**config.mk**
```make
export PLATFORM = sky130hd
export DESIGN_NAME = wb_ctrl
export DESIGN_NICKNAME = d
export VERILOG_FILES = /design/src/rtl/wb_ctrl_pkg.sv /design/src/rtl/wb_ctrl_scoreboard.sv /design/src/rtl/wb_ctrl.sv
export SDC_FILE = /design/constraint.sdc
export NUM_CORES = 1
export LEC_CHECK = 0
export BUFFER_PORTS_ARGS = -buffer_cell sky130_fd_sc_hd__buf_2
export CAP_MARGIN = 20
export CELL_PAD_IN_SITES_DETAIL_PLACEMENT = 0
export CELL_PAD_IN_SITES_GLOBAL_PLACEMENT = 1
export CORE_UTILIZATION = 29
export DETAILED_ROUTE_END_ITERATION = 8
export PLACE_DENSITY_LB_ADDON = 0.08
export SLEW_MARGIN = 20
export SYNTH_ARGS = -nofsm -noshare
export SYNTH_HDL_FRONTEND = slang
export SYNTH_HIERARCHICAL = 1
export SYNTH_SLANG_ARGS = --single-unit
```
**constraint.sdc**
```tcl
create_clock -name clk -period 2.06 [get_ports clk]
set_input_delay 0.412 -clock clk [delete_from_list [all_inputs] [get_ports clk]]
set_output_delay 0.412 -clock clk [all_outputs]
set_load 0.05 [all_outputs]
```
**src/rtl/wb_ctrl_pkg.sv**
```systemverilog
// Shared constants and types for the integer register-file write-back controller.
package wb_ctrl_pkg;

  localparam int WB_XLEN       = 64;
  localparam int WB_NREG       = 32;
  localparam int WB_IDX_W      = $clog2(WB_NREG);
  localparam int WB_STARVE_MAX = 4;

  localparam logic [WB_IDX_W-1:0] X0_IDX = '0;

  typedef enum logic [1:0] {
    SRC_ALU = 2'd0,
    SRC_LSU = 2'd1,
    SRC_MDU = 2'd2
  } wb_src_e;

endpackage

```
**src/rtl/wb_ctrl_scoreboard.sv**
```systemverilog
// Per-register busy scoreboard with two decode query ports.
// With WB_BYPASS_EN defined, a query matching the in-flight write reports a forward hit instead of busy.
module wb_scoreboard
  import wb_ctrl_pkg::*;
#(
  parameter int NREG  = WB_NREG,
  parameter int IDX_W = $clog2(NREG)
) (
  input  logic             clk,
  input  logic             rst,
  input  logic             iss_valid,
  input  logic [IDX_W-1:0] iss_rd,
  input  logic             wr_ena,
  input  logic [IDX_W-1:0] wr_index,
  input  logic [IDX_W-1:0] rs1_index,
  input  logic [IDX_W-1:0] rs2_index,
`ifdef WB_BYPASS_EN
  output logic             rs1_fwd_hit,
  output logic             rs2_fwd_hit,
`endif
  output logic             rs1_busy,
  output logic             rs2_busy
);

  logic [NREG-1:1] busy_q, busy_d;
  logic [NREG-1:0] busy_vec;
  logic            rs1_sb, rs2_sb;

  // Set is applied after clear so a fresh producer outranks the retiring one.
  always_comb begin
    busy_d = busy_q;
    for (int i = 1; i < NREG; i++) begin
      if (wr_ena && wr_index == IDX_W'(i))   busy_d[i] = 1'b0;
      if (iss_valid && iss_rd == IDX_W'(i)) busy_d[i] = 1'b1;
    end
  end

  always_ff @(posedge clk) begin
    if (rst) busy_q <= '0;
    else     busy_q <= busy_d;
  end

  assign busy_vec = {busy_q, 1'b0};
  assign rs1_sb   = busy_vec[rs1_index];
  assign rs2_sb   = busy_vec[rs2_index];

`ifdef WB_BYPASS_EN
  assign rs1_fwd_hit = wr_ena && (wr_index == rs1_index) && (rs1_index != X0_IDX);
  assign rs2_fwd_hit = wr_ena && (wr_index == rs2_index) && (rs2_index != X0_IDX);
  assign rs1_busy    = rs1_sb && !rs1_fwd_hit;
  assign rs2_busy    = rs2_sb && !rs2_fwd_hit;
`else
  assign rs1_busy    = rs1_sb;
  assign rs2_busy    = rs2_sb;
`endif

endmodule

```
**src/rtl/wb_ctrl.sv**
```systemverilog
// Write-back controller: arbitrates ALU/LSU/MDU results onto the single regfile write port.
// Optional WB_BYPASS_EN adds operand forwarding from the write stage.
module wb_ctrl
  import wb_ctrl_pkg::*;
#(
  parameter int XLEN       = WB_XLEN,
  parameter int NREG       = WB_NREG,
  parameter int STARVE_MAX = WB_STARVE_MAX,
  parameter int IDX_W      = $clog2(NREG)
) (
  input  logic             clk,
  input  logic             rst,
  input  logic             alu_valid,
  output logic             alu_ready,
  input  logic [IDX_W-1:0] alu_rd,
  input  logic [XLEN-1:0]  alu_data,
  input  logic             lsu_valid,
  output logic             lsu_ready,
  input  logic [IDX_W-1:0] lsu_rd,
  input  logic [XLEN-1:0]  lsu_data,
  input  logic             mdu_valid,
  output logic             mdu_ready,
  input  logic [IDX_W-1:0] mdu_rd,
  input  logic [XLEN-1:0]  mdu_data,
  input  logic             iss_valid,
  input  logic [IDX_W-1:0] iss_rd,
  input  logic [IDX_W-1:0] rs1_index,
  input  logic [IDX_W-1:0] rs2_index,
  output logic             rs1_busy,
  output logic             rs2_busy,
`ifdef WB_BYPASS_EN
  output logic             rs1_fwd_hit,
  output logic             rs2_fwd_hit,
  output logic [XLEN-1:0]  rs1_fwd_data,
  output logic [XLEN-1:0]  rs2_fwd_data,
`endif
  output logic             rd_ena,
  output logic [IDX_W-1:0] rd_index,
  output logic [XLEN-1:0]  rd_data
);

  localparam int CNT_W = $clog2(STARVE_MAX + 1);

  logic [CNT_W-1:0] starve_q, starve_d;
  logic             starve;
  logic             gnt_vld;
  wb_src_e          gnt_src;
  logic [IDX_W-1:0] sel_rd;
  logic [XLEN-1:0]  sel_data;

  logic             rd_ena_q, rd_ena_d;
  logic [IDX_W-1:0] rd_index_q, rd_index_d;
  logic [XLEN-1:0]  rd_data_q, rd_data_d;

  assign starve = (starve_q == CNT_W'(STARVE_MAX));

  // A starved MDU jumps the queue; otherwise fixed ALU > LSU > MDU.
  always_comb begin
    gnt_vld = 1'b0;
    gnt_src = SRC_ALU;
    if (starve && mdu_valid) begin
      gnt_vld = 1'b1;
      gnt_src = SRC_MDU;
    end else if (alu_valid) begin
      gnt_vld = 1'b1;
      gnt_src = SRC_ALU;
    end else if (lsu_valid) begin
      gnt_vld = 1'b1;
      gnt_src = SRC_LSU;
    end else if (mdu_valid) begin
      gnt_vld = 1'b1;
      gnt_src = SRC_MDU;
    end
    if (rst) gnt_vld = 1'b0;
  end

  assign alu_ready = gnt_vld && (gnt_src == SRC_ALU);
  assign lsu_ready = gnt_vld && (gnt_src == SRC_LSU);
  assign mdu_ready = gnt_vld && (gnt_src == SRC_MDU);

  always_comb begin
    sel_rd   = alu_rd;
    sel_data = alu_data;
    case (gnt_src)
      SRC_LSU: begin sel_rd = lsu_rd; sel_data = lsu_data; end
      SRC_MDU: begin sel_rd = mdu_rd; sel_data = mdu_data; end
      default: begin sel_rd = alu_rd; sel_data = alu_data; end
    endcase
  end

  always_comb begin
    rd_ena_d   = gnt_vld && (sel_rd != X0_IDX);
    rd_index_d = rd_index_q;
    rd_data_d  = rd_data_q;
    if (gnt_vld) begin
      rd_index_d = sel_rd;
      rd_data_d  = sel_data;
    end
    starve_d = starve_q;
    if (mdu_ready)                starve_d = '0;
    else if (mdu_valid && !starve) starve_d = starve_q + CNT_W'(1);
  end

  always_ff @(posedge clk) begin
    if (rst) begin
      rd_ena_q   <= 1'b0;
      rd_index_q <= '0;
      rd_data_q  <= '0;
      starve_q   <= '0;
    end else begin
      rd_ena_q   <= rd_ena_d;
      rd_index_q <= rd_index_d;
      rd_data_q  <= rd_data_d;
      starve_q   <= starve_d;
    end
  end

  assign rd_ena   = rd_ena_q;
  assign rd_index = rd_index_q;
  assign rd_data  = rd_data_q;

  wb_scoreboard #(
    .NREG  (NREG),
    .IDX_W (IDX_W)
  ) u_scoreboard (
    .clk         (clk),
    .rst         (rst),
    .iss_valid   (iss_valid),
    .iss_rd      (iss_rd),
    .wr_ena      (rd_ena_q),
    .wr_index    (rd_index_q),
    .rs1_index   (rs1_index),
    .rs2_index   (rs2_index),
`ifdef WB_BYPASS_EN
    .rs1_fwd_hit (rs1_fwd_hit),
    .rs2_fwd_hit (rs2_fwd_hit),
`endif
    .rs1_busy    (rs1_busy),
    .rs2_busy    (rs2_busy)
  );

`ifdef WB_BYPASS_EN
  assign rs1_fwd_data = rd_data_q;
  assign rs2_fwd_data = rd_data_q;
`endif

endmodule

```
### After elaboration in Yosys (flattened, before gate mapping)

Index checks and enable logic that the tools add are counted.

* register bits: 104
* bits of input ports: 228
* output and inout port bits: 75
* logic and storage cells: 283

* $add $sub $neg: 1
* $lt $le $gt $ge: 2
* equal/unequal tests: 65
* mux-type cells: 77
* reductions and logical operators: 103

Operators with widths (count)
* equality test 5 bit (second input constant): 32
* case mux 64 bit (2 select lines): 1
* equality test 5 x 4 -> 1 bit (second input constant): 16
* 2-to-1 mux 1 bit: 69
* logical AND 1 bit: 68
* nonzero test 2 bit: 31
* equality test 5 x 3 -> 1 bit (second input constant): 8
* equality test 5 x 2 -> 1 bit (second input constant): 4
* < comparator 5 x 6 -> 1 bit (second input constant): 2
* binary-select mux 1 bit (select 5 bit): 2
* equality test 5 x 1 -> 1 bit (second input constant): 2
* case mux 5 bit (2 select lines): 1
* 2-to-1 mux 2 bit: 4
* nonzero test 5 bit: 1
* adder 3 x 1 -> 3 bit (second input constant): 1
* equality test 3 bit (second input constant): 1
* equality test 2 x 1 -> 1 bit (second input constant): 1
* equality test 2 bit (second input constant): 1
* zero test 2 bit: 1
* OR reduction 2 bit: 1
* zero test 1 bit: 1

### Longest topological paths before layout

Gate-level depths: netlist of the first run.

* depth after elaboration: 8
* gate-level depth with buffers: 12
* mapped depth without buffers: 9

### Modules after synthesis

Netlist of the first run, hierarchy kept.

Modules (own cells, without submodules)
* wb_ctrl: times used 1, cells an instance 443, area an instance 3878.7 µm², sequential area each 1461.4 µm²
* wb_scoreboard: times used 1, cells an instance 237, area an instance 1844.3 µm², sequential area each 620.6 µm²

### Worst setup path after synthesis of the first run

Ideal clock, no wire load.

* path type: flip-flop to output port
* from: reg starve_q[0]
* to: out lsu_ready
* data arrival time: 2.063 ns
* required time: 1.648 ns
* path slack: -0.415 ns
* stages on the path, launching flop included: 11
* buffers on the path: 3
* cells stage by stage: dfxtp_1 inv_1 ha_1 and2_1 o21a_1 inv_1 ha_1 buf_2 buf_2 buf_2 and2_1

* longest elaborated chain between the ends: 5
* elaborated cells on any way between the ends: 7
* those cells by class: eq/ne (2); mux (3); reduce/logical (2)

RTL lines
* from (decl): line wb_ctrl.sv:44 `logic [CNT_W-1:0] starve_q, starve_d;`
* from (signal assigned): line wb_ctrl.sv:114 `starve_q <= starve_d;`
* equality test 3 bit (*): line wb_ctrl.sv:55 `assign starve = (starve_q == CNT_W'(STARVE_MAX));`
* logical AND 1 bit (*): line wb_ctrl.sv:61 `if (starve && mdu_valid) begin`
* 2-to-1 mux 2 bit / 2-to-1 mux 1 bit (equally long branches): line wb_ctrl.sv:61
* equality test 2 x 1 -> 1 bit / 2-to-1 mux 1 bit (equally long branches): line wb_ctrl.sv:78, wb_ctrl.sv:74
* logical AND 1 bit (*): line wb_ctrl.sv:78 `assign lsu_ready = gnt_vld && (gnt_src == SRC_LSU);`
* to (decl): line wb_ctrl.sv:18 `output logic lsu_ready,`

Mark *: on every way between the ends. The rest lies on a longest branch, timed or not.

### Worst setup path after layout of the first run

* from: reg starve_q[1]
* to: out mdu_ready

* longest elaborated chain between the ends: 5
* elaborated cells on any way between the ends: 7
* those cells by class: eq/ne (2); mux (3); reduce/logical (2)

RTL lines
* equality test 3 bit (*): line wb_ctrl.sv:55
* logical AND 1 bit (*): line wb_ctrl.sv:61
* 2-to-1 mux 2 bit / 2-to-1 mux 1 bit (equally long branches): line wb_ctrl.sv:61
* equality test 2 bit / 2-to-1 mux 1 bit (equally long branches): line wb_ctrl.sv:79, wb_ctrl.sv:74
* logical AND 1 bit (*): line wb_ctrl.sv:79 `assign mdu_ready = gnt_vld && (gnt_src == SRC_MDU);`
* to (decl): line wb_ctrl.sv:22 `output logic mdu_ready,`

Marks and branches as above.

==> results.py, run 1 <==
metrics = {
    "worst_setup_path": {
        "crit_required_ns": 1.65,
        "timing.setup.critical_path_class": "register to primary output",
        "cp.buffers_inverters": 3,
        "top_fanout_value_on_the_critical_path": 3,
        "critical_path.reg2reg.startpoint": "starve_q[1]",
        "setup.worst_path.start_class": "register",
        "worst_setup_path_end_kind": "primary output",
        "cells_traversed_along_the_worst_timing_path": "inv_2 > ha_4 > and2_4 > nand2_2 > nand3b_1 > ha_4 > buf_12 > and2_4 > buf_12",
        "cp.arrival_ns": 1.83,
        "timing.critical_path.max_delay_family": "simple AND/OR/NAND/NOR gates",
        "slowest_stage": "dfxtp_2",
        "worstSetupStartpoint": "starve_q[1]",
        "max_stage_delay_ns": 0.34,
    },
    "global_route": {
        "grt_max_degree": 71,
        "grt_usage": 0.233,
        "initial_antenna_violation_count": 2,
        "grt_pass1_wl_um": 36400,
        "global_route.overflow_total": 0,
        "grt_pass1_vias": 6682,
    },
    "clock_network": {
        "clock_insertion_delay_worst_skew_ns": 0.35,
        "numCtsBuffers": 9,
        "number_of_buffers_on_the_longest_clock_path": 2,
        "htreeDepth": 3,
        "clock_transition_at_the_registers_of_the_reported_paths_ns": 0.08,
        "tritoncts": "yes",
        "cts.root.buffer_cell": "clkbuf_16",
        "clock_sinks": 104,
    },
    "placement": {
        "place.port_buffers": 302,
        "place_congestion": 0.894,
        "place.detailed.hpwl_um": 17700,
        "placedCellCount": 1227,
    },
    "floorplan": {
        "floorplan.initialDensity": 0.295,
        "top_level_ports": 303,
        "die-area_sq_um": 20300,
        "die_height_um": 142,
        "rows": 51,
        "die_w_um": 142,
        "placeableCoreArea_sq_um": 19400,
    },
    "cells_and_area": {
        "drive_above_1_share": 0.444,
        "area_growth_syn_to_layout_pct": 51.8,
        "final_nets": 1225,
        "top_library_cells_by_usage_in_the_layout_fill_and_taps_aside": "buf_2 (296), nand2_1 (106), a21oi_1 (102), dfxtp_1 (99), a221o_1 (68)",
        "final_cells": 1264,
        "layout.core_utilization": 0.448,
        "layout_commonest_cell": "buf_2",
    },
    "timing": {
        "grt_setup_unrepaired": "true",
        "setup-violations-final": 37,
        "skew_ns": 0.00963,
        "final_min_period_over_clock_period": 1.09,
        "achievable-frequency_mhz": 445,
        "worst_pin_slew_ns": 0.744,
        "timing.final.max_slew_violations": 0,
        "layout_min_cycle_time_ns": 2.25,
        "timing.slew.headroom": 0.503,
        "timing.final.hold_violations": 0,
        "fin_tns_setup_ns": -2.16,
        "setup_ws_ns": -0.187,
    },
    "detailed_routing": {
        "vias": 6670,
        "route.detailed.wl_per_inst_um": 19.0,
        "drt_iter0_drc": 400,
        "wl_um": 24000,
        "vias_per_cell": 5.28,
        "drt_pre_antenna_iters": 7,
        "detail_route.drc_violations": 0,
        "antenna_violating_nets_post_route": 0,
    },
    "worst_hold_path": {
        "worstHoldStart": "alu_data[41]",
        "hold_class": "primary input to register",
    },
    "pwr": {
        "cellLeakagePower_nw": 3.76,
        "power.density_cell_area_nw_per_um2": 679,
        "ir_worst_vdd_v": 0.000410,
    },
    "yosys": {
        "mappedNetlistNets": 913,
        "yosys_register_bits": 104,
        "async_flop_share": 0,
        "synth_top_flop_cell": "dfxtp_1",
        "cell_type_with_the_largest_total_area_after_synthesis": "dfxtp_1",
        "avgSynthCellArea_sq_um": 8.42,
        "synth_top_cells_by_area": "dfxtp_1 (36%), a221o_1 (12%), a21oi_1 (9.4%)",
        "post_synth_inst_count": 680,
        "syn-cell-area_sq_um": 5720,
        "yosys_top_cell_area_share": 0.364,
        "synth-edff-count": 0,
        "post_synth_cell_types": 40,
        "seq_area_frac_synth": 0.364,
        "yosysWarnings": 6,
    },
    "status": {
        "failed_checks": "negative setup slack",
        "status": "finished, violations left",
    },
    "job": {
        "reported_max_cap_violation_count": 0,
    },
}
-- sequential cells by signal (all words and copies together), names as in the netlist --
signal               flops
rd_data                 64
rd_ena                   1
rd_index                 5
starve_q                 3
u_scoreboard/busy_q     31
-- layer usage --
metal	GRT usage	routed length, um
met2	0.436	12800
met5	0	0
met4	0.0560	382
met3	0.0582	1420
met1	0.262	9320
-- report_power, final --
group	switching, mW	total (mW)	leakage, nW	internal, mW
Clock	0.790	1.62	0.123	0.826
Combinational	1.21	2.04	2.77	0.828
Sequential	0.0935	2.25	0.859	2.16
Total	2.09	5.90	3.76	3.81
-- cells in the mapped netlist, types with 2 or more instances --
cell type and n:
a221o_1 68, buf_2 26, dfxtp_1 104, nor3_1 2
a22o_1 2, nand2b_1 16, nand3_1 14, a22oi_1 5
mux2i_1 19, a21oi_1 108, inv_1 7, o21ai_0 31
nand3b_1 3, or2_2 2, nand4_1 3, mux4_2 6
nand2_1 107, o211ai_1 50, ha_1 5, clkbuf_1 37
o211ai_2 16, nor2b_1 8, nor2_1 16, o2111ai_1 2
buf_6 3, nand4b_1 2, a211oi_1 2, and2_1 4
-- timing repair --
item / CTS / global route
buffers inserted: 8 / 5
pin swaps: 41 / 63
resized for setup: 47 / 33
gates cloned: 5 / 5
hold endpoints to repair: 0 / 0
hold buffers: 0 / 0
setup endpoints to repair: 70 / 74
-- worst paths after layout --
| check | to | slack [ns] | depth (start not counted) |
|---|---|---|---|
| max | mdu_ready | -0.19 | 9 |
| min | rd_data[41] | 0.35 | 3 |
| max reg2reg | rd_ena | -0.14 | 10 |
| min reg2reg | rd_data[51] | 0.45 | 2 |
-- cell type report --
class                      count  area, sq um
inverter                       7         41.3
tap                          265          332
clock buffer                  12          236
timing repair buffer         367         2460
antenna                        2         5.00
multi-input combinational    503         3490
fill                        1966        10700
sequential                   104         2090
clock inverter                 4         28.8
-- through the flow --
step	total power, mW	instance area (sq um)	setup WS, ns	hold WS, ns
2_1_floorplan	3.43	5810	-0.0638	0.459
3_3_place_gp	4.08	7780	-0.134	0.437
3_5_place_dp	4.10	7780	-0.177	0.440
4_1_cts	5.86	8420	-0.191	0.337
5_1_grt	6.18	8690	-0.278	0.342
6_report	5.90	8690	-0.187	0.349
-- logic make-up after synthesis --
| kind of cell | Yosys count | synth area share |
|---|---|---|
| AOI/OAI and AO/OA | 290 | 0.365 |
| and+or+nand+nor | 182 | 0.144 |
| DFF | 104 | 0.364 |
| buffers and inverters | 73 | 0.0575 |
| muxes | 25 | 0.0568 |
| adders and majority gates | 5 | 0.0109 |
| xor gates and xnor gates | 1 | 0.00153 |
-- worst min-delay path, cell delays in order --
cell and delay (ns):
buf_2 0.08, o211ai_1 0.07, a21oi_1 0.11
Power figures use the tool's default switching activity.
==> run 2, diff against run 1 <==
--- a/config.mk
+++ b/config.mk
@@ -11,7 +11,7 @@
 export CELL_PAD_IN_SITES_GLOBAL_PLACEMENT = 1
 export CORE_UTILIZATION = 29
 export DETAILED_ROUTE_END_ITERATION = 8
-export PLACE_DENSITY_LB_ADDON = 0.08
+export PLACE_DENSITY_LB_ADDON = 0.15
 export SLEW_MARGIN = 20
 export SYNTH_ARGS = -nofsm -noshare
 export SYNTH_HDL_FRONTEND = slang
==> results.py, run 2 (synthesis gave the netlist of run 1 again) <==
metrics = {
    "status": {
        "status": "finished, violations left",
        "failed_checks": "negative setup slack",
    },
    "global_route": {
        "grt_pass1_wl_um": 34100,
        "grt_max_degree": 102,
        "initial_antenna_violation_count": 4,
        "grt_usage": 0.220,
        "grt_pass1_vias": 6251,
        "global_route.overflow_total": 0,
    },
    "detailed_routing": {
        "route.detailed.wl_per_inst_um": 19.9,
        "vias": 6556,
        "detail_route.drc_violations": 0,
        "drt_iter0_drc": 403,
        "drt_pre_antenna_iters": 5,
        "wl_um": 25100,
        "vias_per_cell": 5.21,
        "antenna_violating_nets_post_route": 0,
    },
    "cells_and_area": {
        "drive_above_1_share": 0.433,
        "largest_register_ffs": 64,
        "area_growth_syn_to_layout_pct": 49.6,
        "top_library_cells_by_usage_in_the_layout_fill_and_taps_aside": "buf_2 (297), nand2_1 (106), a21oi_1 (105), dfxtp_1 (97), a221o_1 (68)",
        "layout.core_utilization": 0.441,
        "layout_commonest_cell": "buf_2",
        "n_fill_cell": 2034,
        "final_cells": 1259,
        "final_nets": 1220,
    },
    "pwr": {
        "power.density_cell_area_nw_per_um2": 692,
        "power_mw": 5.92,
        "ir_worst_vdd_v": 0.000492,
        "logic_gate_share_of_total_power": 0.337,
        "internal_power_mw": 3.81,
        "power.share.clock": 0.283,
        "power.share.sequential": 0.380,
        "p_sw_frac": 0.356,
        "cellLeakagePower_nw": 3.69,
        "switchingPower_mw": 2.11,
    },
    "timing": {
        "timing.final.hold_violations": 0,
        "setup_ws_ns": -0.168,
        "setup-violations-final": 48,
        "achievable-frequency_mhz": 449,
        "worst_pin_slew_ns": 0.680,
        "skew_ns": 0.0107,
        "timing.final.max_slew_violations": 0,
        "layout_min_cycle_time_ns": 2.23,
        "timing.slew.headroom": 0.545,
        "final_min_period_over_clock_period": 1.08,
        "fin_tns_setup_ns": -1.59,
        "grt_setup_unrepaired": "true",
    },
    "worst_setup_path": {
        "top_fanout_value_on_the_critical_path": 3,
        "ff2ff_setup_slack_ns": -0.16,
        "worst_setup_path_end_kind": "primary output",
        "cp.arrival_ns": 1.82,
        "crit_required_ns": 1.65,
        "setup.worst_path.start_class": "register",
        "timing.setup.critical_path_class": "register to primary output",
    },
    "floorplan": {
        "die_height_um": 142,
        "die-area_sq_um": 20300,
        "placeableCoreArea_sq_um": 19400,
        "rows": 51,
        "top_level_ports": 303,
        "die_w_um": 142,
        "floorplan.initialDensity": 0.295,
    },
    "placement": {
        "place_congestion": 0.824,
        "place.detailed.hpwl_um": 16600,
        "place.port_buffers": 302,
        "place_ws_ns": -0.0850,
        "placedCellCount": 1218,
    },
    "clock_network": {
        "clock_sinks": 104,
        "tritoncts": "yes",
        "numCtsBuffers": 9,
        "clock_transition_at_the_registers_of_the_reported_paths_ns": 0.08,
        "clock_insertion_delay_worst_skew_ns": 0.35,
        "htreeDepth": 3,
        "cts.root.buffer_cell": "clkbuf_16",
        "holdBufCountCts": 0,
        "number_of_buffers_on_the_longest_clock_path": 2,
    },
    "worst_hold_path": {
        "hold_class": "primary input to register",
    },
    "job": {
        "reported_max_cap_violation_count": 0,
    },
}
==> run 2: stage by stage <==
stage	hold WS (ns)	area (sq um)
6_report	0.352	8560
5_1_grt	0.353	8560
4_1_cts	0.353	8080
3_5_place_dp	0.442	7720
3_3_place_gp	0.436	7720
2_1_floorplan	0.459	5810
==> run 2: final cells by class <==
cell class,count,area [sq um],area share
inverters,7,36.3,0.00424
flip-flops and latches,104,2090,0.244
well taps,265,332,0.0387
diodes,2,5.00,0.000585
multi-input cells,503,3410,0.398
clock inverters,5,40.0,0.00468
repair buffers,362,2400,0.281
clock buffers,11,243,0.0284
==> run 2: timing repair <==
| item | 4_1_cts | 5_1_grt |
|---|---|---|
| setup buffers | 1 | 7 |
| gates resized for setup | 20 | 33 |
| gates cloned | 0 | 15 |
| setup endpoints to repair | 69 | 73 |
| pin swaps | 3 | 69 |
==> run 2: power by group through the flow <==
stage	clock network (mW)	logic [mW]	registers, mW
global route	1.82	2.12	2.27
detailed placement	0	1.79	2.29
finish	1.67	2.00	2.25
global placement	0	1.79	2.29
CTS	1.73	1.81	2.25
floorplan	0	0.684	2.74
==> run 2: final timing paths <==
kind              depth (start not counted)          end          from
hold / removal                            3  rd_data[24]  alu_data[24]
setup / recovery                          8    lsu_ready   starve_q[0]
hold reg to reg                           2  rd_data[53]   rd_data[53]
setup reg to reg                          9       rd_ena   starve_q[0]
==> run 2: routing by layer <==
layer,vias up,GRT usage,wire (um)
li1,3190,-,-
met1,3110,0.262,10300
met2,216,0.377,12800
met3,36,0.0619,1430
met4,4,0.0764,546
met5,-,0,27
==> run 2: critical path, cell delays in order, from the launching register on <==
cell and delay, ns:
dfxtp_2 0.34, inv_2 0.04, ha_4 0.15, and2_4 0.13, o21a_2 0.23, inv_4 0.09, ha_4 0.18, and2_4 0.16
buf_8 0.14
==> run 3, diff against run 2 <==
--- a/config.mk
+++ b/config.mk
@@ -11,7 +11,7 @@
 export CELL_PAD_IN_SITES_GLOBAL_PLACEMENT = 1
 export CORE_UTILIZATION = 29
 export DETAILED_ROUTE_END_ITERATION = 8
-export PLACE_DENSITY_LB_ADDON = 0.15
+export PLACE_DENSITY_LB_ADDON = 0.1
 export SLEW_MARGIN = 20
 export SYNTH_ARGS = -nofsm -noshare
 export SYNTH_HDL_FRONTEND = slang
==> results.py, run 3 (synthesis gave the netlist of run 1 again) <==
metrics = {
    "status": {
        "status": "finished, violations left",
        "failed_checks": "negative setup slack",
    },
    "worst_setup_path": {
        "timing.critical_path.max_delay_family": "simple AND/OR/NAND/NOR gates",
        "crit_required_ns": 1.65,
        "timing.setup.critical_path_class": "register to primary output",
        "slowest_stage": "dfxtp_2",
        "cp.arrival_ns": 1.88,
        "max_stage_delay_ns": 0.34,
        "cells_traversed_along_the_worst_timing_path": "inv_2 > ha_4 > and2_4 > nand2_2 > nand3b_1 > buf_4 > ha_4 > and2_4 > buf_8",
        "cp.buffers_inverters": 3,
        "top_fanout_value_on_the_critical_path": 2,
        "worst_setup_path_end_kind": "primary output",
        "setup.worst_path.start_class": "register",
    },
    "cells_and_area": {
        "multiInputGateArea_sq_um": 3480,
        "final_design_area_no_fill_sq_um": 8860,
        "drive_above_1_share": 0.450,
        "layout_commonest_cell": "buf_2",
        "layout.core_utilization": 0.457,
        "largest_register_ffs": 64,
        "layout.area.seq_sq_um": 2090,
        "top_library_cells_by_usage_in_the_layout_fill_and_taps_aside": "buf_2 (296), nand2_1 (106), a21oi_1 (101), dfxtp_1 (97), a221o_1 (68)",
        "final_nets": 1228,
        "area_growth_syn_to_layout_pct": 54.8,
        "n_fill_cell": 2039,
    },
    "global_route": {
        "grt_pass1_wl_um": 35900,
        "top_usage_layer": "met2",
        "initial_antenna_violation_count": 4,
        "grt.met1_usage": 0.272,
        "global_route.usage.met3": 0.0633,
        "grt_pass1_vias": 6337,
        "grt_usage": 0.235,
        "grt_max_degree": 102,
        "global_route.overflow_total": 0,
        "met2_layer_usage_reported_by_global_route": 0.427,
    },
    "timing": {
        "setup_ws_ns": -0.227,
        "timing.final.max_slew_violations": 0,
        "achievable-frequency_mhz": 437,
        "skew_ns": 0.00999,
        "grt_setup_unrepaired": "true",
        "setup-violations-final": 70,
        "layout_min_cycle_time_ns": 2.29,
        "final_min_period_over_clock_period": 1.11,
        "worst_pin_slew_ns": 0.570,
        "timing.final.hold_violations": 0,
        "timing.slew.headroom": 0.620,
        "fin_tns_setup_ns": -5.38,
        "worst_hold_slack_ns": 0.340,
    },
    "pwr": {
        "cellLeakagePower_nw": 3.82,
        "ir_worst_vdd_v": 0.000411,
        "power.density_cell_area_nw_per_um2": 706,
        "power_mw": 6.26,
    },
    "clock_network": {
        "tritoncts": "yes",
        "numCtsBuffers": 9,
        "number_of_buffers_on_the_longest_clock_path": 2,
        "clock_insertion_delay_worst_skew_ns": 0.36,
        "holdBufCountCts": 0,
        "clock_transition_at_the_registers_of_the_reported_paths_ns": 0.08,
        "htreeDepth": 3,
        "clock_sinks": 104,
        "cts.root.buffer_cell": "clkbuf_16",
    },
    "placement": {
        "place.port_buffers": 302,
        "placed_cell_area_sq_um": 7690,
        "place.detailed.hpwl_um": 17000,
        "place_congestion": 0.783,
    },
    "detailed_routing": {
        "antenna_violating_nets_post_route": 0,
        "drt_iter0_drc": 320,
        "vias": 6540,
        "vias_per_cell": 5.17,
        "route.detailed.wl_per_inst_um": 20.4,
        "wl_um": 25800,
        "detail_route.drc_violations": 0,
        "drt_pre_antenna_iters": 5,
    },
    "floorplan": {
        "floorplan.initialDensity": 0.295,
        "die_height_um": 142,
        "die-area_sq_um": 20300,
        "rows": 51,
        "die_w_um": 142,
        "top_level_ports": 303,
        "placeableCoreArea_sq_um": 19400,
    },
    "job": {
        "reported_max_cap_violation_count": 0,
    },
    "worst_hold_path": {
        "hold_class": "primary input to register",
    },
}
## run 3: worst min-delay path, delay by kind of cell
family,cells,cell delay (ns)
compound gates,2,0.18
buf+inv,1,0.07
## run 3: area by class of cell
type / count / area share
clock buffer: 9 / 0.0254
tap: 265 / 0.0374
timing repair buffer: 370 / 0.291
sequential: 104 / 0.236
antenna: 1 / 0.000282
clock inverter: 7 / 0.0130
multi-input combinational: 503 / 0.393
inverter: 7 / 0.00381
## run 3: power breakdown
part | switching, mW | total (mW) | internal (mW)
registers | 0.0962 | 2.25 | 2.16
logic | 1.21 | 2.02 | 0.807
clock network | 0.885 | 1.98 | 1.10
## run 3: per-stage QoR
stage               instances  setup slack (ns)
floorplan                 680           -0.0638
global placement         1218           -0.0575
detailed placement       1218            -0.102
CTS                      1257            -0.197
global route             1266            -0.278
finish                   1266            -0.227
## run 3: per-layer routing
layer  up-vias  share of wire  routed length [um]
met5         -        0.00093                  24
met4         4          0.012                 320
met3        20          0.065                1670
met2       199           0.53               13800
met1      3110           0.39               10000
li1       3207              -                   -
## run 3: final timing paths
check | endpoint | cells past startpoint | startpoint | slack [ns]
setup / recovery | alu_ready | 9 | starve_q[0] | -0.23
hold / removal | rd_data[16] | 3 | alu_data[16] | 0.34
setup reg to reg | rd_ena | 10 | starve_q[0] | -0.19
hold reg to reg | rd_data[6] | 2 | rd_data[6] | 0.45
## run 3: repair_timing
item / CTS / global route
pin swaps: 70 / 62
resized for setup: 56 / 36
gates cloned: 11 / 9
buffers inserted: 12 / 9
setup endpoints to repair: 63 / 76
endpoints found under the hold margin: 0 / 0
